**src/rtl/demux8x64_buf.sv**
```systemverilog
// Registered 1-to-8 distributor: one producer word per cycle, scattered into
// eight one-entry slot buffers, each drained by its own valid/ready consumer.
module demux8x64_buf #(
  parameter int unsigned W  = 64,
  parameter int unsigned CW = 32
) (
  input  logic          clk,
  input  logic          rst,
  input  logic [W-1:0]  i,
  input  logic [2:0]    s,
  input  logic          bcast,
  input  logic          in_valid,
  output logic          in_ready,
  output logic [W-1:0]  O0,
  output logic [W-1:0]  O1,
  output logic [W-1:0]  O2,
  output logic [W-1:0]  O3,
  output logic [W-1:0]  O4,
  output logic [W-1:0]  O5,
  output logic [W-1:0]  O6,
  output logic [W-1:0]  O7,
  output logic [7:0]    o_valid,
  input  logic [7:0]    o_ready,
  output logic [CW-1:0] count
);

  logic [W-1:0] slot [8];
  logic [7:0]   free;
  logic [7:0]   drain;
  logic [7:0]   load;
  logic [7:0]   valid_nxt;
  logic         accept;

  // A slot being drained this cycle counts as free, so drain+reload sustains 1 word/cycle.
  always_comb begin
    free      = ~o_valid | o_ready;
    in_ready  = bcast ? (&free) : free[s];
    accept    = in_valid & in_ready;
    load      = '0;
    if (accept) begin
      load = bcast ? 8'hFF : (8'b1 << s);
    end
    drain     = o_valid & o_ready;
    valid_nxt = (o_valid & ~drain) | load;
  end

  always_ff @(posedge clk or posedge rst) begin
    if (rst) begin
      o_valid <= '0;
      count   <= '0;
    end else begin
      o_valid <= valid_nxt;
      if (accept) begin
        count <= count + CW'(1);
      end
    end
  end

  always_ff @(posedge clk or posedge rst) begin
    if (rst) begin
      for (int unsigned k = 0; k < 8; k++) begin
        slot[k] <= '0;
      end
    end else begin
      for (int unsigned k = 0; k < 8; k++) begin
        if (load[k]) begin
          slot[k] <= i;
        end
      end
    end
  end

  assign O0 = slot[0];
  assign O1 = slot[1];
  assign O2 = slot[2];
  assign O3 = slot[3];
  assign O4 = slot[4];
  assign O5 = slot[5];
  assign O6 = slot[6];
  assign O7 = slot[7];

endmodule
```
**config.mk**
```make
export PLATFORM = sky130hd
export DESIGN_NAME = demux8x64_buf
export DESIGN_NICKNAME = d
export VERILOG_FILES = /design/src/rtl/demux8x64_buf.sv
export SDC_FILE = /design/constraint.sdc
export NUM_CORES = 1
export LEC_CHECK = 0
export CORE_AREA = 2 2 249 251
export CTS_BUF_LIST = sky130_fd_sc_hd__clkbuf_16
export CTS_CLUSTER_DIAMETER = 50
export DETAILED_ROUTE_END_ITERATION = 8
export DIE_AREA = 0 0 251 253
export GPL_TIMING_DRIVEN = 0
export PLACE_DENSITY = 0.63
export SLEW_MARGIN = 20
export SYNTH_ARGS = -nofsm -noshare
export SYNTH_HDL_FRONTEND = slang
export SYNTH_SLANG_ARGS = --single-unit
```
**constraint.sdc**
```tcl
create_clock -name clk -period 24.4 [get_ports clk]
set_input_delay 4.88 -clock clk [delete_from_list [all_inputs] [get_ports clk]]
set_output_delay 4.88 -clock clk [all_outputs]
set_load 0.02 [all_outputs]
```
=== After elaboration in Yosys (flattened, before gate mapping) ===
Cells that the tools add are included.

* Flip-flop bits (word level): 552
* Input port bits: 79

* Reduce and logical (&&, ||, !) cells: 1
* Shift-type cells: 1
* $add $sub $neg: 1
* Bitwise operators: 7
* Order comparisons: 1
* Muxes and demuxes: 5

{| class="wikitable"
|+ Operator list
! kind !! count
|-
| 32-bit by 1-bit adder with 32-bit output, second input constant || 1
|-
| 8-bit AND || 2
|-
| 8-bit two-way mux || 2
|-
| 8-bit inverter || 2
|-
| 8-bit OR || 2
|-
| 8-bit AND reduction || 1
|-
| 1-bit by 3-bit left shift with 8-bit output, first input constant || 1
|-
| 3-bit by 4-bit less-than comparator with 1-bit output, second input constant || 1
|-
| 1-bit binary-select mux with 3-bit select || 1
|-
| 1-bit two-way mux || 2
|-
| 1-bit AND || 1
|}

=== Depth between registers and ports, before layout ===
Gate-level depths: netlist of the first run.

* Depth in word-level cells: 8
* Gate-level depth with buffers: 9
* Gate-level depth less buffers: 5

=== Least setup slack after synthesis of the first run ===
OpenSTA, ideal clock, no wires.

* Path kind: input to output
* Start: in s[0]
* End: out in_ready
* Required time: 19.520 ns
* Path slack: 13.549 ns
* Buffers on the path: 0
* Data arrival time: 5.971 ns
* Cell stages on the path: 3
* Cell sequence: or2b_4 o22ai_4 o41ai_1

* Cells in the longest elaborated chain, start to end: 3

{| class="wikitable"
|+ RTL lines
! what !! RTL line !! text
|-
| start: declaration || 10 || <nowiki>input logic [2:0] s,</nowiki>
|-
| 1-bit binary-select mux with 3-bit select || 37 || <nowiki>in_ready = bcast ? (&free) : free[s];</nowiki>
|-
| 1-bit two-way mux (not written as such) || 37 ||
|-
| 1-bit two-way mux || 37 ||
|-
| end: declaration || 13 || <nowiki>output logic in_ready,</nowiki>
|}

Every way passes these cells. The select of a mux whose other input is x is not followed.

=== Worst setup path after layout of the first run ===
* Start: in s[1]
* End: out in_ready

The elaborated chain is that of the path after synthesis.

==> reports/results.tsv, run 1 <==
metric	value	unit
chip height	253	µm
final hold viol count	0	
DRC	0	
commonest non-fill, non-tap cell in the layout	clkdlybuf4s50_1	
power share of the clock group	25.1	%
Post-DP HPWL	46.67	mm
initial antenna violation count	7	
Critical Path RT	19.52	ns
Ys Warns	0	
Area Overhead vs Synth	45.88	%
DIE WIDTH	251	µm
CTS Hold Buffers Added	0	
# IOs	632	
leakage power	12.91	nW
Core Region	61030	µm²
post-CTS resize count	0	
Comb power frac	39.4	%
Sw Share	34.28	%
grt total ovfl	0	
WL final	65.62	mm
Avg WL per Cell	22.99	µm
CP Max Fanout	9	
leading cell types in the layout, fill and taps excluded	clkdlybuf4s50_1, dfrtp_1, mux2_2	
Worst-path clk slew	0.06	ns
Via Count	13900	
post-CTS setup buffers	0	
Crit Path Class	in -> out	
Clock Path Buffers	3	
Antenna Nets Post-Route	0	
vias in the first global route	14600	
crit start category	primary input	
fmax	84.02	MHz
initial DRC count	584	
Post-Route Setup TNS	0	ns
Cell Rows	91	
die area	63500	µm²
# H-tree levels	3	
drt pass-1 iters	5	
final slew viol count	0	
Final Critical Period	11.90	ns
most frequent CP cell	clkdlybuf4s50_1	
Post-Syn Area	21110	µm²
RSZ-0062 raised after global routing	false	
sequential area share after synthesis	65.44	%
syn_nets	1377	
Syn Area/Cell	16.27	µm²
Vias/cell	4.870	
Worst setup EP type	output port	
switching power	1.349	mW
Total Power	3.935	mW
Hold Worst Slack	0.4630	ns
outcome	completed	
Final Net Count	2085	
part of the power in registers	35.5	%
fillcell total	5222	
Slowest-stage cell, CP	clkdlybuf4s50_1	
GP Congestion	0.8405	
Setup violations, final	0	
global-route wire length before repair	96.82	mm
Yosys cell types	48	
Internal	2.586	mW
Worst path max stage delay	0.64	ns
Starting Density	34.59	%
overall routing resource usage	20.38	%
TritonCTS clock tree	built	
CTS root buffer	clkbuf_16	
pwr dens	127.8	nW/µm²
Worst Hold Class	reg -> reg	
layout cell share with drive strength beyond 1	33.38	%
Final Cycle Share	48.78	%
CTS Buf Count	71	
VDD IR max	0.07607	mV
Critical Path, Cell by Cell	clkdlybuf4s50_1 -> nor4bb_1 -> nor3_1 -> a31oi_1 -> o41ai_1 -> clkdlybuf4s50_1	
Max-cap violations	0	
crit path DAT	7.02	ns
Slew @ Worst Pin	0.6680	ns
Rel. slew slack	55.37	%
Skew-Pair Late Insertion Delay	0.60	ns
number of port buffers	630	
setup slack, reg-to-reg	21.49	ns
Syn Inst Count	1297	
clk_skew	0.01782	ns
post-synthesis register bit count	552	
largest net degree at the start of global routing	110	
CTS Sinks	552	
[layer usage]
layer | vias up | GRT usage [%] | part of all wire (%)
met1 | 7167 | 23.65 | 39
met3 | 122 | 7.926 | 9.1
met2 | 513 | 33.83 | 49
met4 | 4 | 8.282 | 3.6
li1 | 6093 | - | -
met5 | - | 0 | 0.041
[power groups by stage]
stage | registers [mW] | logic (mW) | clock network [mW]
after floorplan | 1.78 | 0.345 | 0
after global placement | 1.40 | 1.55 | 0
after detailed placement | 1.41 | 1.57 | 0
after CTS | 1.40 | 1.57 | 1.02
after global routing | 1.44 | 1.62 | 1.05
final | 1.40 | 1.55 | 0.989
[worst max-delay path, delay by kind of cell]
| family | cells | cell delay [ns] |
|---|---|---|
| buf+inv | 2 | 1.25 |
| compound gates | 2 | 0.37 |
| simple gates | 2 | 0.52 |
[metrics by stage]
stage	setup slack (ns)	utilization [%]	cell area, µm²	instances
after floorplan	4.086	-	21110	1297
after global placement	-2.122	46.54	28400	2717
after detailed placement	12.61	46.78	28550	2722
after CTS	12.58	50.44	30780	2851
after global routing	12.45	50.44	30780	2851
final	12.50	50.46	30790	2854
[cells in the mapped netlist, drive strengths merged]
cell type,count,area share (%)
dfrtp,552,65
mux2,513,27
buf,60,1.7
xor2,16,0.66
xnor2,15,0.62
nand2,14,0.25
nand4,11,0.33
o21ai,11,0.26
nand3,10,0.24
nand2b,9,0.27
a21oi,8,0.24
inv,8,0.14
a211oi,7,0.25
nor2,7,0.12
o22ai,6,0.24
a2111oi,5,0.24
and3,5,0.15
and4,5,0.21
clkbuf,5,0.089
o211ai,5,0.18
nor4,4,0.19
o2111ai,3,0.12
a31oi,2,0.059
nor3,2,0.047
or2b,2,0.089
a32o,1,0.047
a32oi,1,0.042
and2,1,0.030
and3b,1,0.042
ha,1,0.059
nor3b,1,0.036
nor4b,1,0.042
nor4bb,1,0.047
o41ai,1,0.042
or2,1,0.030
or3,1,0.030
or4,1,0.053
[cell type report]
class | instances | area [µm²] | share of cell area (%)
plain buffers | 65 | 375.4 | 1.219
clock inverters | 55 | 385.4 | 1.252
diodes | 3 | 7.507 | 0.02438
inverters | 8 | 37.54 | 0.1219
clock buffers | 74 | 1852 | 6.014
multi-input cells | 672 | 6889 | 22.37
well taps | 790 | 988.4 | 3.210
flip-flops and latches | 552 | 13810 | 44.86
repair buffers | 635 | 6444 | 20.93
[logic make-up after synthesis]
family / count (synthesis) / share of synthesized area, %
AND/OR/NAND/NOR: 77 / 2.193
adder cells (fa/ha/maj): 1 / 0.05927
multiplexers: 513 / 27.37
buffers and inverters: 73 / 1.921
AO/OA/AOI/OAI: 50 / 1.731
XOR/XNOR: 31 / 1.286
flip-flops: 552 / 65.44
[state kept, by name (all words and copies together) (netlist names)]
signal	count
O4	64
O5	64
O1	64
O3	64
O7	64
count	32
o_valid	8
O6	64
O2	64
O0	64
[final timing paths]
kind,to,cells after the start,start
max,in_ready,6,s[1]
min,count[31],1,count[31]
max reg2reg,O0[23],8,o_valid[6]
min reg2reg,count[31],1,count[31]
max in group asynchronous,O3[45],4,rst
min in group asynchronous,O3[18],2,rst
Note: power is estimated with default switching activity, not from simulation.
==> inputs of run 2 (changes only) <==
==> constraint.sdc (replaced) <==
create_clock -name clk -period 11.15 [get_ports clk]
set_input_delay 2.23 -clock clk [delete_from_list [all_inputs] [get_ports clk]]
set_output_delay 2.23 -clock clk [all_outputs]
set_load 0.02 [all_outputs]
==> run 2 against run 1 <==
Effect of this change:
- worst setup slack lost 7.9 ns
- largest cell class unchanged
- non-clock buffer count grew 13
- routed wire length grew 1.4%
- combinational power grew 120%
- critical path type unchanged
==> reports/results.tsv, run 2 (synthesis gave the netlist of run 1 again) <==
metric	value	unit
final slew viol count	0	
area of the multi-input gates	6889	µm²
pre-CTS WS	4.644	ns
Comb power frac	39.1	%
Critical Path, Cell by Cell	clkdlybuf4s50_1 -> or2_2 -> o22ai_4 -> o41ai_1 -> clkdlybuf4s50_1	
post-CTS resize count	0	
leakage power	13.03	nW
Rel. slew slack	53.17	%
pwr dens	279.9	nW/µm²
Worst Hold End	count[31]	
TritonCTS clock tree	built	
Area Overhead vs Synth	47.35	%
Via Count	13890	
Starting Density	34.59	%
overall routing resource usage	20.65	%
Worst-path clk slew	0.06	ns
setup slack, reg-to-reg	8.29	ns
Final WS setup	4.601	ns
GP Congestion	0.8337	
Post-DP HPWL	48.50	mm
drt pass-1 iters	4	
layout cell share with drive strength beyond 1	33.98	%
R2R Path End	O0[15]	
Crit Path Class	in -> out	
commonest non-fill, non-tap cell in the layout	clkdlybuf4s50_1	
Internal	5.724	mW
Setup violations, final	0	
final hold viol count	0	
reg2reg start	o_valid[4]	
Worst Hold Class	reg -> reg	
Slowest-stage cell, CP	clkdlybuf4s50_1	
CTS Hold Buffers Added	0	
Sw Share	34.26	%
vias in the first global route	14970	
fmax	152.7	MHz
chip height	253	µm
leading cell types in the layout, fill and taps excluded	clkdlybuf4s50_1, dfrtp_1, mux2_2	
Worst path max stage delay	0.71	ns
largest net degree at the start of global routing	36	
Worst setup EP type	output port	
Placed Area	28780	µm²
Core Region	61030	µm²
Final Net Count	2097	
Skew-Pair Late Insertion Delay	0.61	ns
die area	63500	µm²
Avg WL per Cell	23.20	µm
part of the power in registers	35.2	%
Cell Rows	91	
# H-tree levels	3	
clk_skew	0.02631	ns
Vias/cell	4.847	
design area	31100	µm²
# IOs	632	
CTS root buffer	clkbuf_16	
Antenna Nets Post-Route	0	
Final Critical Period	6.549	ns
hold path cells	1	
Max-cap violations	0	
DRC	0	
crit path DAT	4.32	ns
flip-flop and latch area	13810	µm²
Clock Path Buffers	3	
grt total ovfl	0	
WL final	66.50	mm
Critical Path RT	8.92	ns
RSZ-0062 raised after global routing	false	
outcome	completed	
crit start category	primary input	
fillcell total	5174	
number of port buffers	630	
Slew @ Worst Pin	0.7009	ns
VDD IR max	0.1456	mV
Min-Delay Startpoint	count[31]	
DIE WIDTH	251	µm
R2R cell count	8	
most frequent CP cell	clkdlybuf4s50_1	
CTS Sinks	552	
Final Cycle Share	58.74	%
CTS Buf Count	70	
initial DRC count	567	
CP Max Fanout	9	
global-route wire length before repair	98.68	mm
power share of the clock group	25.7	%
switching power	2.982	mW
initial antenna violation count	4	
post-CTS setup buffers	0	
==> run 2: layer usage <==
metal	wire length [µm]	track usage (%)	vias up	part of all wire [%]
met5	0	0	-	0
met4	1778	7.109	0	2.7
met3	5708	7.617	88	8.6
met2	32860	34.95	513	49
met1	26160	24.19	7177	39
li1	-	-	6113	-
==> run 2: worst max-delay path, delay by kind of cell <==
family	cells	cell delay [ns]
buffers and inverters	2	1.35
AOI/OAI and AO/OA	2	0.51
and+or+nand+nor	1	0.22
==> run 2: worst max path at each step <==
| stage | from | slack (ns) | cells past startpoint | endpoint |
|---|---|---|---|---|
| 6_report | s[1] | 4.60 | 5 | in_ready |
| 3_3_place_gp | rst | -1.98 | 2 | O4[47] |
| 2_1_floorplan | rst | 1.41 | 1 | O0[0] |
| 3_5_place_dp | o_ready[0] | 4.64 | 7 | in_ready |
| 5_1_grt | s[1] | 4.48 | 6 | in_ready |
| 4_1_cts | o_ready[0] | 4.64 | 7 | in_ready |
==> run 2: final cells by class <==
class | instances | share of cell area, %
Buffer | 65 | 1.207
Clock inverter | 56 | 1.718
Multi-Input combinational cell | 672 | 22.15
Antenna cell | 4 | 0.03218
Inverter | 8 | 0.1086
Tap cell | 790 | 3.178
Sequential cell | 552 | 44.41
Clock buffer | 71 | 5.712
Timing Repair Buffer | 648 | 21.48
==> run 2: power by group through the flow <==
| stage | registers [mW] | clock network [mW] | logic [mW] |
|---|---|---|---|
| 2_1_floorplan | 3.89 | 0 | 0.756 |
| 3_3_place_gp | 3.06 | 0 | 3.40 |
| 3_5_place_dp | 3.09 | 0 | 3.44 |
| 4_1_cts | 3.06 | 2.30 | 3.45 |
| 5_1_grt | 3.15 | 2.38 | 3.56 |
| 6_report | 3.06 | 2.24 | 3.41 |
==> run 2: per-stage QoR <==
| step | cells | power, mW | hold WS [ns] | util [%] | setup TNS (ns) |
|---|---|---|---|---|---|
| floorplan | 1297 | 4.651 | 0.5778 | - | 0 |
| global placement | 2717 | 6.462 | 0.4603 | 46.55 | -1028.80 |
| detailed placement | 2735 | 6.528 | 0.4704 | 47.16 | 0 |
| CTS | 2862 | 8.813 | 0.4781 | 50.95 | 0 |
| global route | 2864 | 9.087 | 0.5099 | 50.96 | 0 |
| finish | 2866 | 8.706 | 0.4725 | 50.96 | 0 |
